`src/rtl/reset_seq_pkg.sv`:
```
// Shared types and constants for the reset sequencer and its helpers.
// Holds the sequencer state encoding and the power-on cause code.
package reset_seq_pkg;

   typedef enum logic [2:0] {
      ST_WAIT_SRC_CLR = 3'd0,
      ST_WAIT_STABLE  = 3'd1,
      ST_HOLD         = 3'd2,
      ST_STAGGER      = 3'd3,
      ST_RUN          = 3'd4
   } seq_state_e;

   localparam int CAUSE_POR = 0;

endpackage

```
`src/rtl/reset_stretch.sv`:
```
// Local reset request stretcher for one domain: the hold output stays high
// while the request is high and for LOCAL_EXT cycles after it falls.
module reset_stretch #(
   parameter int LOCAL_EXT = 4
) (
   input  logic clk_gp_100mhz,
   input  logic rst,
   input  logic en,
   input  logic req,
   output logic hold
);

   localparam int EXT_W = (LOCAL_EXT > 0) ? $clog2(LOCAL_EXT + 1) : 1;

   logic [EXT_W-1:0] cnt_q, cnt_d;

   // NOTE: assign every always_comb output a default first so no latch is inferred.
   always_comb begin
      cnt_d = cnt_q;
      if (!en) begin
         cnt_d = '0;
      end else if (req) begin
         cnt_d = EXT_W'(LOCAL_EXT);
      end else if (cnt_q != '0) begin
         cnt_d = cnt_q - 1'b1;
      end
   end

   // NOTE: sequential state uses non-blocking assignments only.
   always_ff @(posedge clk_gp_100mhz or posedge rst) begin
      if (rst) begin
         cnt_q <= '0;
      end else begin
         cnt_q <= cnt_d;
      end
   end

   assign hold = en & (req | (cnt_q != '0));

endmodule

```
`src/rtl/reset_sequencer_n.sv`:
```
// Global reset sequencer: waits for sources to clear and clocks to settle,
// then releases domains one by one; records cause, history and entry count.
module reset_sequencer_n
   import reset_seq_pkg::*;
#(
   parameter int NUM_DOMAINS = 6,
   parameter int NUM_SOURCES = 8,
   parameter int HOLD_W      = 8,
   parameter int CNT_W       = 16,
   parameter int LOCAL_EXT   = 4,
   localparam int CAUSE_W    = $clog2(NUM_SOURCES + 1)
) (
   input  logic                   clk_gp_100mhz,
   input  logic                   rst,
   input  logic [NUM_SOURCES-1:0] reset_src_req,
   input  logic [NUM_SOURCES-1:0] src_mask,
   input  logic                   stable_in,
   input  logic [HOLD_W-1:0]      hold_cycles,
   input  logic [HOLD_W-1:0]      stagger_cycles,
   input  logic                   quick_mode,
   input  logic [NUM_DOMAINS-1:0] domain_reset_req,
   input  logic                   history_clr,
   output logic [NUM_DOMAINS-1:0] domain_rst_n,
   output logic                   seq_done,
   output logic [CAUSE_W-1:0]     reset_cause,
   output logic [NUM_SOURCES-1:0] cause_history,
   output logic [CNT_W-1:0]       reset_count,
   output logic [2:0]             seq_state
);

   localparam int IDX_W = (NUM_DOMAINS > 1) ? $clog2(NUM_DOMAINS) : 1;

   seq_state_e             state_q, state_d;
   logic [HOLD_W-1:0]      timer_q, timer_d;
   logic [IDX_W-1:0]       idx_q, idx_d;
   logic [NUM_DOMAINS-1:0] rel_q, rel_d;
   logic [NUM_DOMAINS-1:0] domain_rst_n_q, domain_rst_n_d;
   logic                   seq_done_q, seq_done_d;
   logic [CAUSE_W-1:0]     cause_q, cause_d;
   logic [NUM_SOURCES-1:0] hist_q, hist_d;
   logic [CNT_W-1:0]       count_q, count_d;

   logic [NUM_SOURCES-1:0] active;
   logic [CAUSE_W-1:0]     first_src;
   logic [NUM_DOMAINS-1:0] local_hold;
   logic                   in_run;

   function automatic logic [HOLD_W-1:0] load_val(input logic [HOLD_W-1:0] cycles,
                                                  input logic quick);
      if (quick || cycles == '0) return HOLD_W'(1);
      return cycles;
   endfunction

   assign active = reset_src_req & ~src_mask;
   assign in_run = (state_q == ST_RUN);

   // Descending scan so the lowest active index is the one left standing.
   always_comb begin
      first_src = CAUSE_W'(CAUSE_POR);
      for (int i = NUM_SOURCES - 1; i >= 0; i--) begin
         if (active[i]) first_src = CAUSE_W'(i + 1);
      end
   end

   for (genvar d = 0; d < NUM_DOMAINS; d++) begin : g_stretch
      reset_stretch #(
         .LOCAL_EXT (LOCAL_EXT)
      ) u_stretch (
         .clk_gp_100mhz (clk_gp_100mhz),
         .rst           (rst),
         .en            (in_run),
         .req           (domain_reset_req[d]),
         .hold          (local_hold[d])
      );
   end

   always_comb begin
      state_d = state_q;
      timer_d = timer_q;
      idx_d   = idx_q;
      rel_d   = rel_q;
      cause_d = cause_q;
      count_d = count_q;
      hist_d  = (history_clr ? '0 : hist_q) | active;

      if (active != '0) begin
         // Only a request seen in RUN is a new reset event; later ones keep the first cause.
         if (state_q == ST_RUN) begin
            cause_d = first_src;
            if (count_q != '1) count_d = count_q + 1'b1;
         end
         rel_d   = '0;
         state_d = ST_WAIT_SRC_CLR;
      end else begin
         unique case (state_q)
            ST_WAIT_SRC_CLR: state_d = ST_WAIT_STABLE;
            ST_WAIT_STABLE: begin
               if (stable_in) begin
                  timer_d = load_val(hold_cycles, quick_mode);
                  state_d = ST_HOLD;
               end
            end
            ST_HOLD, ST_STAGGER: begin
               if (!stable_in) begin
                  rel_d   = '0;
                  state_d = ST_WAIT_STABLE;
               end else if (timer_q > HOLD_W'(1)) begin
                  timer_d = timer_q - 1'b1;
               end else if (state_q == ST_HOLD) begin
                  rel_d = NUM_DOMAINS'(1);
                  if (NUM_DOMAINS == 1) begin
                     state_d = ST_RUN;
                  end else begin
                     idx_d   = IDX_W'(1);
                     timer_d = load_val(stagger_cycles, quick_mode);
                     state_d = ST_STAGGER;
                  end
               end else begin
                  rel_d = rel_q | (NUM_DOMAINS'(1) << idx_q);
                  if (idx_q == IDX_W'(NUM_DOMAINS - 1)) begin
                     state_d = ST_RUN;
                  end else begin
                     idx_d   = idx_q + 1'b1;
                     timer_d = load_val(stagger_cycles, quick_mode);
                  end
               end
            end
            ST_RUN: state_d = ST_RUN;
            default: begin
               rel_d   = '0;
               state_d = ST_WAIT_SRC_CLR;
            end
         endcase
      end

      domain_rst_n_d = rel_d & ~local_hold;
      seq_done_d     = (state_d == ST_RUN);
   end

   always_ff @(posedge clk_gp_100mhz or posedge rst) begin
      if (rst) begin
         state_q        <= ST_WAIT_SRC_CLR;
         timer_q        <= '0;
         idx_q          <= '0;
         rel_q          <= '0;
         domain_rst_n_q <= '0;
         seq_done_q     <= 1'b0;
         cause_q        <= CAUSE_W'(CAUSE_POR);
         hist_q         <= '0;
         count_q        <= '0;
      end else begin
         state_q        <= state_d;
         timer_q        <= timer_d;
         idx_q          <= idx_d;
         rel_q          <= rel_d;
         domain_rst_n_q <= domain_rst_n_d;
         seq_done_q     <= seq_done_d;
         cause_q        <= cause_d;
         hist_q         <= hist_d;
         count_q        <= count_d;
      end
   end

   assign domain_rst_n  = domain_rst_n_q;
   assign seq_done      = seq_done_q;
   assign reset_cause   = cause_q;
   assign cause_history = hist_q;
   assign reset_count   = count_q;
   assign seq_state     = state_q;

endmodule

```
`config.mk`:
```
export PLATFORM = sky130hd
export DESIGN_NAME = reset_sequencer_n
export DESIGN_NICKNAME = d
export VERILOG_FILES = /design/src/rtl/reset_seq_pkg.sv /design/src/rtl/reset_stretch.sv /design/src/rtl/reset_sequencer_n.sv
export SDC_FILE = /design/constraint.sdc
export NUM_CORES = 1
export LEC_CHECK = 0
export BUFFER_PORTS_ARGS = -buffer_cell sky130_fd_sc_hd__buf_2
export CELL_PAD_IN_SITES_DETAIL_PLACEMENT = 0
export CELL_PAD_IN_SITES_GLOBAL_PLACEMENT = 2
export CORE_UTILIZATION = 36
export CTS_CLUSTER_SIZE = 24
export DETAILED_ROUTE_END_ITERATION = 10
export PLACE_DENSITY_LB_ADDON = 0.1
export SLEW_MARGIN = 20
export SYNTH_ARGS = -nofsm -noshare
export SYNTH_HDL_FRONTEND = slang
export SYNTH_SLANG_ARGS = --single-unit
export TNS_END_PERCENT = 20
```
`constraint.sdc`:
```
create_clock -name clk_gp_100mhz -period 3.4 [get_ports clk_gp_100mhz]
set_input_delay 0.68 -clock clk_gp_100mhz [delete_from_list [all_inputs] [get_ports clk_gp_100mhz]]
set_output_delay 0.68 -clock clk_gp_100mhz [all_outputs]
set_load 0.02 [all_outputs]
```
# ---- Word-level counts from Yosys, hierarchy flattened
# Index checks and enable logic that the tools add are counted.
dict set report classes {
  addsub 9
  magnitude_cmp 1
  n_eq_ne 17
  shift 1
  mux 68
  bitwise_logic 20
  reduce_logical 19
}
# cell n
set op_table {}
lappend op_table {{two-way mux 8 bit} 11}
lappend op_table {{two-way mux 3 bit} 26}
lappend op_table {{two-way mux 4 bit} 8}
lappend op_table {{two-way mux 6 bit} 4}
lappend op_table {{nonzero test 3 bit} 6}
lappend op_table {{subtractor 3 x 1 -> 3 bit, second input constant} 6}
lappend op_table {{adder 16 x 1 -> 16 bit, second input constant} 1}
lappend op_table {{logical NOT 8 bit} 2}
lappend op_table {{two-way mux 1 bit} 16}
lappend op_table {{!= test 16 bit, second input constant} 1}
lappend op_table {{one-hot mux 8 bit (2 select lines)} 1}
lappend op_table {{!= test 3 x 2 -> 1 bit, second input constant} 5}
lappend op_table {{one-hot mux 3 bit (4 select lines)} 1}
lappend op_table {{one-hot mux 6 bit (2 select lines)} 1}
lappend op_table {{AND reduction 5 bit} 2}
lappend op_table {{== test 3 bit, second input constant} 3}
lappend op_table {{AND 8 bit} 1}
lappend op_table {{> comparator 8 x 1 -> 1 bit, second input constant} 1}
lappend op_table {{NOT 8 bit} 1}
lappend op_table {{OR 8 bit} 1}
lappend op_table {{nonzero test 8 bit} 1}
lappend op_table {{subtractor 8 x 1 -> 8 bit, second input constant} 1}
lappend op_table {{AND 1 bit} 6}
lappend op_table {{AND 6 bit} 1}
lappend op_table {{18 further kinds} 28}
dict set report totals {
  reg_bits 73
  in_bits 43
  output_inout_bits 38
  elab_cells 150
}

# ---- Longest topological paths before layout
# Gate-level depths: netlist of run 1.
dict set report depth {
  word_depth 15
  ltp_mapped 8
  depth_no_buf 7
}

# ---- Hierarchy
# From an unflattened synthesis of run 1, not the netlist that was laid out.
dict set report hier_totals {
  cells_unflattened 416
  hier_area_um2 4050.1
}
# module n_inst cells_per_inst area_per_inst_um2 seq_area_each_um2
set by_module_without_submodules {}
lappend by_module_without_submodules {reset_sequencer_n 1 296 2901.5 1376.3}
lappend by_module_without_submodules {reset_stretch 6 20 191.4 75.1}

# ---- Least setup slack after synthesis of run 1
# Ideal clock, no wire load.
dict set report synth_path {
  path_type {flip-flop to flip-flop}
  startpoint {register timer_q[2]}
  endpoint {register timer_q[0]}
  setup_ps 125
  arrival_ps 1995
  path_slack_ps 1279
  path_stages_with_launch 8
  path_buffers 2
  synth_period_minus_slack_ps 2121
  cell_sequence {dfrtp_1 > or3_1 > buf_2 > nor4_4 > nand2_2 > and2_1 > buf_6 > mux2_4}
}
dict set report synth_between {
  elab_chain_len 4
  word_cells_on_any_way 6
  cone_classes {order compare (1); eq/ne (1); mux (3); reduce/logical (1)}
}
# item line
set synth_lines {}
lappend synth_lines {{start, declared} reset_sequencer_n.sv:34} ;# logic [HOLD_W-1:0] timer_q, timer_d;
lappend synth_lines {{start signal, assigned} reset_sequencer_n.sv:153} ;# timer_q <= timer_d;
lappend synth_lines {{> comparator 8 x 1 -> 1 bit (*)} reset_sequencer_n.sv:107} ;# end else if (timer_q > HOLD_W'(1)) begin
lappend synth_lines {{two-way mux 8 bit} reset_sequencer_n.sv:107}
lappend synth_lines {{two-way mux 8 bit} reset_sequencer_n.sv:104} ;# if (!stable_in) begin
lappend synth_lines {{one-hot mux 8 bit (2 select lines)} reset_sequencer_n.sv:95} ;# unique case (state_q)
# Mark *: on every way between the ends. The rest lies on a longest branch, timed or not. The select of a mux whose other input is x is not followed.
# A chain may end at the register's enable or synchronous reset.

# ---- Worst setup path in the final report of run 1
dict set report layout_path {
  startpoint {register timer_q[1]}
  endpoint {register timer_q[2]}
}
dict set report layout_between {
  elab_chain_len 4
  word_cells_on_any_way 7
  cone_classes {add/sub (1); order compare (1); eq/ne (1); mux (3); reduce/logical (1)}
}
# item line
set layout_lines {}
lappend layout_lines {{subtractor 8 x 1 -> 8 bit / > comparator 8 x 1 -> 1 bit (equally long branches)} {reset_sequencer_n.sv:108, reset_sequencer_n.sv:107}}
lappend layout_lines {{two-way mux 8 bit} reset_sequencer_n.sv:107}
lappend layout_lines {{two-way mux 8 bit} reset_sequencer_n.sv:104}
lappend layout_lines {{one-hot mux 8 bit (2 select lines)} reset_sequencer_n.sv:95}
# Parallel ways exist; a longest one is shown, timed or not. The select of a mux whose other input is x is not followed.

==> results.toml, run 1 <==
[synthesis]
netlist_instances = 411
synth.distinct_cells = 54
synth_top_area_share_pct = 46.1
ys_seq_elements = 73
synth_edf_count = 0
yosysWarnings = 0
post-synth-top-area-cell = "dfrtp_1"
synth_area_leaders = "dfrtp_1, ha_1, nor2_1"
ys_seq_area_share_pct = 46.1
synth_nets = 474
async_reset_ff_share_pct = 100
synthesis.area_um2 = 3960
synthFlopType = "dfrtp_1"
synth.avg_cell_area_um2 = 9.64

[grt]
antenna_found_initial = 0
grt_usage_pct = 17.6
grt_overflow = 0
grt_max_degree = 74
grt_pass1_wl_um = 16000
grt_pass1_vias = 3258

[die]
die_area_um2 = 11400
pin_count = 81
rows = 37
fp.dieH_um = 107
die_w_um = 107
core_um2 = 10500
start_util_pct = 37.7

[clock_tree]
htreeDepth = 3
tritoncts = "yes"
numCtsBuffers = 9
clk_latency_ns = 0.35
post_cts_buffers = 0
clockBufferDepth = 2
cts_resized = 0
cts_num_sinks = 73
path_clk_slew_ns = 0.09
cts-root-buf = "clkbuf_8"
cts_hold_buf = 0

[setup_path]
startpoint_type = "register"
critPathKind = "reg2reg"
critPathArrivalTime_ns = 2.79
critPathCaptureType = "register"
cp_data_required_time_ns = 3.63
r2r_cells = 7
crit_fanout = 9

[sta]
setup-violations-final = 0
rsz0062_at_grt = "false"
final-hold-violation-count = 0
finClkSkew_ns = 0.0130
slew_violations = 0
setup_tns_ns = 0
worst_slew_pin_slew_ns = 0.805
max_freq_mhz = 391
slew_headroom_pct = 46.2
fin_crit_sh_pct = 75.2
period_needed_ns = 2.56

[finish]
fin_util_pct = 45.0
layout.nets = 561
diodes = 0
syn_to_final_growth_pct = 19.4
stdcell_count = 639
drive_above_1_share_pct = 23.3

[placement]
hpwl_um = 6800
routabilityCongestion = 0.802
placed_cells = 623
numPortBuffers = 80

[detailed_routing]
vias = 3270
routedWlPerCell_um = 14.7
drc_errors = 0
ant_nets = 0
routed_wirelength_um = 9380
initialDrtViolationCount = 151
drtPass1Iterations = 4
via_per_inst = 5.12

[power_and_ir_drop]
p_leak_nw = 2.33
internal-power_mw = 1.25
clockPowerShare_pct = 36.0
power_density_nw_per_um2 = 375
max-vdd-ir-drop_mv = 0.197
swShare_pct = 29.6
comb_power_share_pct = 12.6
seq_power_share_pct = 51.5
p_sw_mw = 0.525

[flow_run]
cap_violations = 0

[min_path]
hold_class = "in2async"

[run_status]
status = "complete, no violations"
through the flow:
step | worst slack [ns] | hold WS, ns | total power [mW] | area, um^2
2_1_floorplan | 0.867 | 0.472 | 1.07 | 3960
3_3_place_gp | 0.771 | 0.467 | 1.16 | 4550
3_5_place_dp | 0.702 | 0.466 | 1.15 | 4550
4_1_cts | 0.850 | 0.407 | 1.80 | 4730
5_1_grt | 0.675 | 0.445 | 1.86 | 4730
6_report | 0.842 | 0.408 | 1.77 | 4730
per-layer routing:
layer	wire length (um)	GRT usage, %
met1	4560	24.6
met2	4250	27.7
met3	473	3.89
met4	99	4.40
met5	0	0
logic make-up after synthesis:
kind of cell | after synthesis | synth area share [%]
AOI/OAI and AO/OA | 79 | 13.2
muxes | 12 | 3.76
DFF | 73 | 46.1
adders and majority gates | 20 | 6.32
buffers and inverters | 47 | 4.68
and+or+nand+nor | 160 | 21.5
xor gates and xnor gates | 20 | 4.42
power by group through the flow:
stage	clock network (mW)	logic [mW]	registers, mW
3_3_place_gp	0	0.228	0.928
2_1_floorplan	0	0.136	0.934
6_report	0.638	0.223	0.912
4_1_cts	0.663	0.226	0.911
5_1_grt	0.695	0.251	0.916
3_5_place_dp	0	0.225	0.928
cell usage after synthesis, drive strengths merged (4+ instances only):
| library cell | number |
|---|---|
| dfrtp | 73 |
| nor2 | 41 |
| inv | 36 |
| nor3 | 28 |
| ha | 20 |
| nand2 | 19 |
| a21oi | 18 |
| nand2b | 18 |
| o21ai | 18 |
| xor2 | 12 |
| clkbuf | 9 |
| nand3 | 9 |
| or3 | 9 |
| a31oi | 8 |
| mux2 | 8 |
| xnor2 | 8 |
| a2111oi | 6 |
| and3 | 6 |
| nand4 | 5 |
| nor3b | 5 |
| nor4 | 5 |
| mux2i | 4 |
| nor2b | 4 |
| o31ai | 4 |
path summary, 6_finish.rpt:
path / slack (ns) / to / from
min in group clk_gp_100mhz: 0.48 / reset_cause[0] / reset_cause[0]
worst max register to register: 0.84 / timer_q[2] / timer_q[1]
worst max-delay path: 0.84 / timer_q[2] / timer_q[1]
worst min-delay path: 0.41 / reset_count[0] / rst
max in group asynchronous: 2.69 / reset_cause[3] / rst
worst min register to register: 0.48 / reset_cause[0] / reset_cause[0]
cells in the final DEF, fill, tap and decap left out, types with 3 or more instances in the layout:
cell and instances:
buf_2 80, dfrtp_1 73, nor2_1 41, inv_1 35
nor3_1 27, ha_1 20, a21oi_1 18, nand2_1 18
nand2b_1 18, o21ai_0 18, xor2_1 12, or3_1 9
nand3_1 9, clkbuf_8 9, xnor2_1 8, a31oi_1 8
and3_1 6, a2111oi_0 6, buf_4 6, nand4_1 5
nor3b_1 5, mux2_4 5, nor2b_1 4, nor4_1 4
mux2i_1 4, o31ai_1 4, and4_1 3, and2_1 3
a22oi_1 3, a22o_1 3, clkinvlp_4 3
worst max-delay path, stage by stage, from the launching register on:
cell and delay [ns]:
dfrtp_1 0.43, inv_1 0.12, ha_1 0.31, nor2_1 0.18, nor4_4 0.60, nand2_2 0.11
and2_1 0.34, mux2_4 0.35
registers in the layout, summed over array words and instances, names as in the netlist:
signal / cells
reset_cause: 4
reset_count: 16
rel_q: 6
seq_done: 1
domain_rst_n: 6
seq_state: 3
g_stretch.u_stretch.cnt_q: 18
idx_q: 3
cause_history: 8
timer_q: 8
cell type report:
class | count | area [um^2]
fillers | 1038 | 5780
multi-input cells | 291 | 1950
flip-flops and latches | 73 | 1830
repair buffers | 87 | 465
well taps | 136 | 170
inverters | 36 | 135
clock buffers | 9 | 124
clock inverters | 7 | 60.1
Note: power is estimated with default switching activity, not from simulation.
==> run 2, diff against run 1 <==
ABC_AREA = 1   (was unset)
CORE_UTILIZATION = 29   (was 36)
clock period = 2.05 ns   (was 3.4 ns; I/O delays follow)
==> run 2 against run 1 <==
Critical endpoint is now timer_q[0]. Hold slack got worse by 0.24 ns. Worst setup slack got worse by 0.66 ns. Sequential share of layout area decreased by 5.0 points. Critical path depth increased by 5.
==> results.toml, run 2 <==
[sta]
finClkSkew_ns = 0.00747
max_freq_mhz = 535
rsz0062_at_grt = "true"
final-hold-violation-count = 0
setup-violations-final = 0
slew_violations = 0
slew_headroom_pct = 70.8
setup_ws_ns = 0.181
worst_slew_pin_slew_ns = 0.437
fin_crit_sh_pct = 91.2
period_needed_ns = 1.87

[synthesis]
synthesis.area_um2 = 4500
post-synth-top-area-cell = "dfrtp_1"
async_reset_ff_share_pct = 100
synthFlopType = "dfrtp_1"
synth_top_area_share_pct = 40.6
synth_area_leaders = "dfrtp_1, nand2_1, inv_1"
ys_seq_elements = 73
synth.avg_cell_area_um2 = 7.43
synth_most_common_cell = "nand2_1"
synth_edf_count = 0
ys_seq_area_share_pct = 40.6
synth.distinct_cells = 34
synthTopCellsByCount = "nand2_1, inv_1, dfrtp_1"
netlist_instances = 606
synth_nets = 669
yosysWarnings = 0

[grt]
antenna_found_initial = 0
grt_overflow = 0
grt_usage_pct = 14.8
grt_pass1_vias = 3850
grt_pass1_wl_um = 18500
grt_max_degree = 74

[detailed_routing]
initialDrtViolationCount = 217
ant_nets = 0
drc_errors = 0
drtPass1Iterations = 4
vias = 3944
routedWlPerCell_um = 12.2
via_per_inst = 4.43
routed_wirelength_um = 10900

[power_and_ir_drop]
finalPower_mw = 3.75
p_sw_mw = 1.15
internal-power_mw = 2.60
max-vdd-ir-drop_mv = 0.419
clockPowerShare_pct = 40.5
p_leak_nw = 2.95
seq_power_share_pct = 41.0
swShare_pct = 30.6
comb_power_share_pct = 18.4
power_density_nw_per_um2 = 690

[setup_path]
startpoint_type = "register"
crit_fanout = 7
rrSetupSlack_ns = 0.18
cp_data_required_time_ns = 2.27
r2r_cells = 12
critPathKind = "reg2reg"
r2r-start = "timer_q[0]"
critPathArrivalTime_ns = 2.09
r2r-end = "timer_q[0]"
critPathCaptureType = "register"
crit_start = "timer_q[0]"

[placement]
numPortBuffers = 80
place_area_um2 = 5120
post-place-ws_ns = 0.108
hpwl_um = 8290
routabilityCongestion = 0.778

[die]
die_w_um = 127
core_um2 = 15200
pin_count = 81
fp.dieH_um = 127
rows = 45
die_area_um2 = 16000
start_util_pct = 29.6

[clock_tree]
cts_hold_buf = 0
clk_latency_ns = 0.34
cts_num_sinks = 73
numCtsBuffers = 9
tritoncts = "yes"
path_clk_slew_ns = 0.06
clockBufferDepth = 2
htreeDepth = 3
cts-root-buf = "clkbuf_16"

[run_status]
status = "complete, no violations"

[finish]
layout.nets = 761
syn_to_final_growth_pct = 20.6
largest_reg_flops = 18
top_register = "g_stretch.u_stretch.cnt_q"
mostFrequentLayoutCell = "nand2_1"
postLayoutCellArea_um2 = 5430
fin_util_pct = 35.7
diodes = 0
drive_above_1_share_pct = 21.2
final_cell_mix = "nand2_1, inv_1, buf_2"
nFillCells = 1627

[flow_run]
cap_violations = 0

[min_path]
hold_class = "in2async"
run 2: cell families (layout without fill, tap and decap cells):
| kind of cell | Yosys count | count (layout) | synth area share (%) |
|---|---|---|---|
| compound gates | 74 | 74 | 10.3 |
| fa+ha+maj | 20 | 20 | 5.56 |
| buf+inv | 121 | 218 | 11.3 |
| simple gates | 307 | 307 | 30.2 |
| flops | 73 | 73 | 40.6 |
| xor+xnor | 11 | 11 | 2.14 |
run 2: cell type report:
class,count,area (um^2),area share [%]
Clock inverter,6,48.8,0.898
Multi-Input combinational cell,412,2170,40.0
Clock buffer,10,239,4.40
Sequential cell,73,1830,33.6
Inverter,113,428,7.88
Tap cell,188,235,4.33
Timing Repair Buffer,89,480,8.85
run 2: what timing repair did:
| item | 4_1_cts | 5_1_grt |
|---|---|---|
| resized for setup | 0 | 1 |
| setup buffers | 0 | 2 |
| endpoints found under the setup margin | 0 | 9 |
run 2: through the flow:
| stage | hold slack [ns] | TNS, ns | cells |
|---|---|---|---|
| global placement | 0.467 | 0 | 873 |
| CTS | 0.187 | 0 | 889 |
| floorplan | 0.471 | 0 | 606 |
| finish | 0.172 | 0 | 891 |
| detailed placement | 0.465 | 0 | 873 |
| global route | 0.172 | -0.00444 | 891 |
run 2: worst max-delay path by stage:
| stage | endpoint | slack [ns] | cells after the start |
|---|---|---|---|
| after floorplan | reset_count[4] | 0.42 | 9 |
| after global placement | timer_q[0] | 0.18 | 12 |
| after detailed placement | timer_q[5] | 0.11 | 12 |
| after CTS | timer_q[5] | 0.10 | 12 |
| final | timer_q[0] | 0.18 | 12 |
| after global routing | idx_q[2] | -0.004 | 9 |
run 2: routing by layer:
metal  vias to the layer above  routed length [um]  share of wire [%]  GRT usage (%)
met5                         -                   0                  0              0
met4                         0                  68               0.63           5.53
met3                         4                 483                4.4           3.37
met2                        74                4910                 45           23.3
met1                      1784                5410                 50           19.7
li1                       2082                   -                  -              -
run 2: power by group through the flow:
stage	clock network [mW]	logic (mW)	registers (mW)
floorplan	0	0.465	1.59
global placement	0	0.671	1.57
detailed placement	0	0.667	1.57
CTS	1.60	0.669	1.54
global route	1.66	0.787	1.55
finish	1.52	0.691	1.54
run 2: worst max-delay path, cell delays in order, from the launching register on:
cell	delay, ns
dfrtp_1	0.39
inv_1	0.16
ha_1	0.25
inv_1	0.09
nand2_1	0.06
nand2_1	0.07
nor2_4	0.19
nand2_1	0.07
nand2_1	0.10
nor2_4	0.07
buf_4	0.15
nand3_1	0.09
nand2_1	0.06
==> run 3, diff against run 2 <==
CORE_UTILIZATION = 30   (was 29)
CTS_BUF_LIST = sky130_fd_sc_hd__clkbuf_2 sky130_fd_sc_hd__clkbuf_4 sky130_fd_sc_hd__clkbuf_8   (was unset)
TNS_END_PERCENT = unset   (was 20)
==> run 3 against run 2 <==
Die area is 3.3% lower. Hold slack worse by 0.034 ns. Critical path depth stayed put. Largest power group unchanged. Critical path type unchanged. Clock skew is 0.0034 ns higher.
==> results.toml, run 3 (synthesis results as in run 2) <==
[clock_tree]
htreeDepth = 3
cts_resized = 0
clockBufferDepth = 2
tritoncts = "yes"
cts-root-buf = "clkbuf_8"
numCtsBuffers = 9
clk_latency_ns = 0.36
cts_num_sinks = 73
cts_hold_buf = 0
path_clk_slew_ns = 0.09
post_cts_buffers = 0

[setup_path]
critPathBufInv = 3
critPathArrivalTime_ns = 2.06
critPathCaptureType = "register"
worstPathCellList = "inv_1 -> ha_1 -> inv_1 -> nand2_1 -> nand2_1 -> nor2_4 -> nand2_1 -> nand2_1 -> nor2_2 -> buf_4 -> nand3_1 -> nand2_1"
path_depth = 12
path_delay_family = "simple AND/OR/NAND/NOR gates"
cp_slowest_stage_delay_ns = 0.40
startpoint_type = "register"
cpMostUsedCell = "nand2_1"
crit_fanout = 7
r2r_cells = 12
cpMaxStageDelayCell = "dfrtp_1"
cp_data_required_time_ns = 2.29
critPathKind = "reg2reg"

[sta]
setup-violations-final = 0
final-hold-violation-count = 0
rsz0062_at_grt = "false"
hold_ws_ns = 0.138
max_freq_mhz = 551
worst_slew_pin_slew_ns = 0.677
setup_tns_ns = 0
finClkSkew_ns = 0.0108
slew_headroom_pct = 54.7
slew_violations = 0
fin_crit_sh_pct = 88.6
period_needed_ns = 1.82

[grt]
grt_usage_pct = 15.0
grt_overflow = 0
grt_pass1_wl_um = 18700
grt_pass1_vias = 3835
antenna_found_initial = 0
grt_max_degree = 35

[placement]
routabilityCongestion = 0.787
hpwl_um = 8300
numPortBuffers = 80

[die]
rows = 44
fp.dieH_um = 125
die_w_um = 125
core_um2 = 14600
pin_count = 81
start_util_pct = 30.9
die_area_um2 = 15500

[flow_run]
cap_violations = 0

[power_and_ir_drop]
max-vdd-ir-drop_mv = 0.448
power_density_nw_per_um2 = 625
p_leak_nw = 2.91

[min_path]
hold_class = "in2async"

[run_status]
status = "complete, no violations"

[finish]
syn_to_final_growth_pct = 18.7
largest_reg_flops = 18
final_cell_mix = "nand2_1, inv_1, buf_2"
mostFrequentLayoutCell = "nand2_1"
drive_above_1_share_pct = 21.3
top_register = "g_stretch.u_stretch.cnt_q"
layout.nets = 761
diodes = 0

[detailed_routing]
vias = 3921
routedWlPerCell_um = 12.2
ant_nets = 0
initialDrtViolationCount = 224
routed_wirelength_um = 10900
drc_errors = 0
drtPass1Iterations = 4
via_per_inst = 4.42
==> run 3: cell types whose count changed in the layout (fill, tap and decap cells not counted), moves of 2 or more <==
cell	delta
clkbuf_8	+10
inv_6	-2
clkbuf_16	-9
nor2_2	+2
==> run 3: report_power, final <==
group / leakage [nW] / internal, mW / total (mW) / switching (mW)
registers: 0.964 / 1.49 / 1.54 / 0.0495
clock network: 0.0842 / 0.509 / 1.11 / 0.604
logic: 1.86 / 0.244 / 0.692 / 0.449
==> run 3: metal layers <==
layer,GRT usage [%],part of all wire [%],vias to the layer above
met5,0,0,-
met2,22.9,44,82
met1,20.4,50,1754
met3,3.31,4.2,14
met4,6.17,1.6,0
li1,-,-,2071
==> run 3: final cells by class <==
| type | count | area, um^2 |
|---|---|---|
| clock buffer | 11 | 151 |
| clock inverter | 5 | 38.8 |
| fill | 1578 | 9250 |
| inverter | 113 | 428 |
| multi-input combinational | 412 | 2180 |
| sequential | 73 | 1830 |
| tap | 184 | 230 |
| timing repair buffer | 89 | 493 |
==> run 3: path summary, 6_finish.rpt <==
kind,from,end,slack (ns)
min in group clk_gp_100mhz,src_mask[7],cause_history[7],0.25
max in group asynchronous,rst,domain_rst_n[3],1.31
min reg2reg,reset_cause[0],reset_cause[0],0.49
min,rst,reset_count[4],0.14
max,timer_q[0],timer_q[3],0.23
max reg2reg,timer_q[0],timer_q[3],0.23
==> run 3: per-stage QoR <==
step	std cells	util, %	instance area [um^2]	worst slack, ns	power [mW]
floorplan	606	-	4510	0.425	2.06
global placement	871	35.3	5150	0.269	2.25
detailed placement	871	35.3	5150	0.210	2.25
CTS	887	36.6	5340	0.205	3.41
global route	887	36.6	5340	0.0490	3.58
finish	887	36.6	5340	0.234	3.34
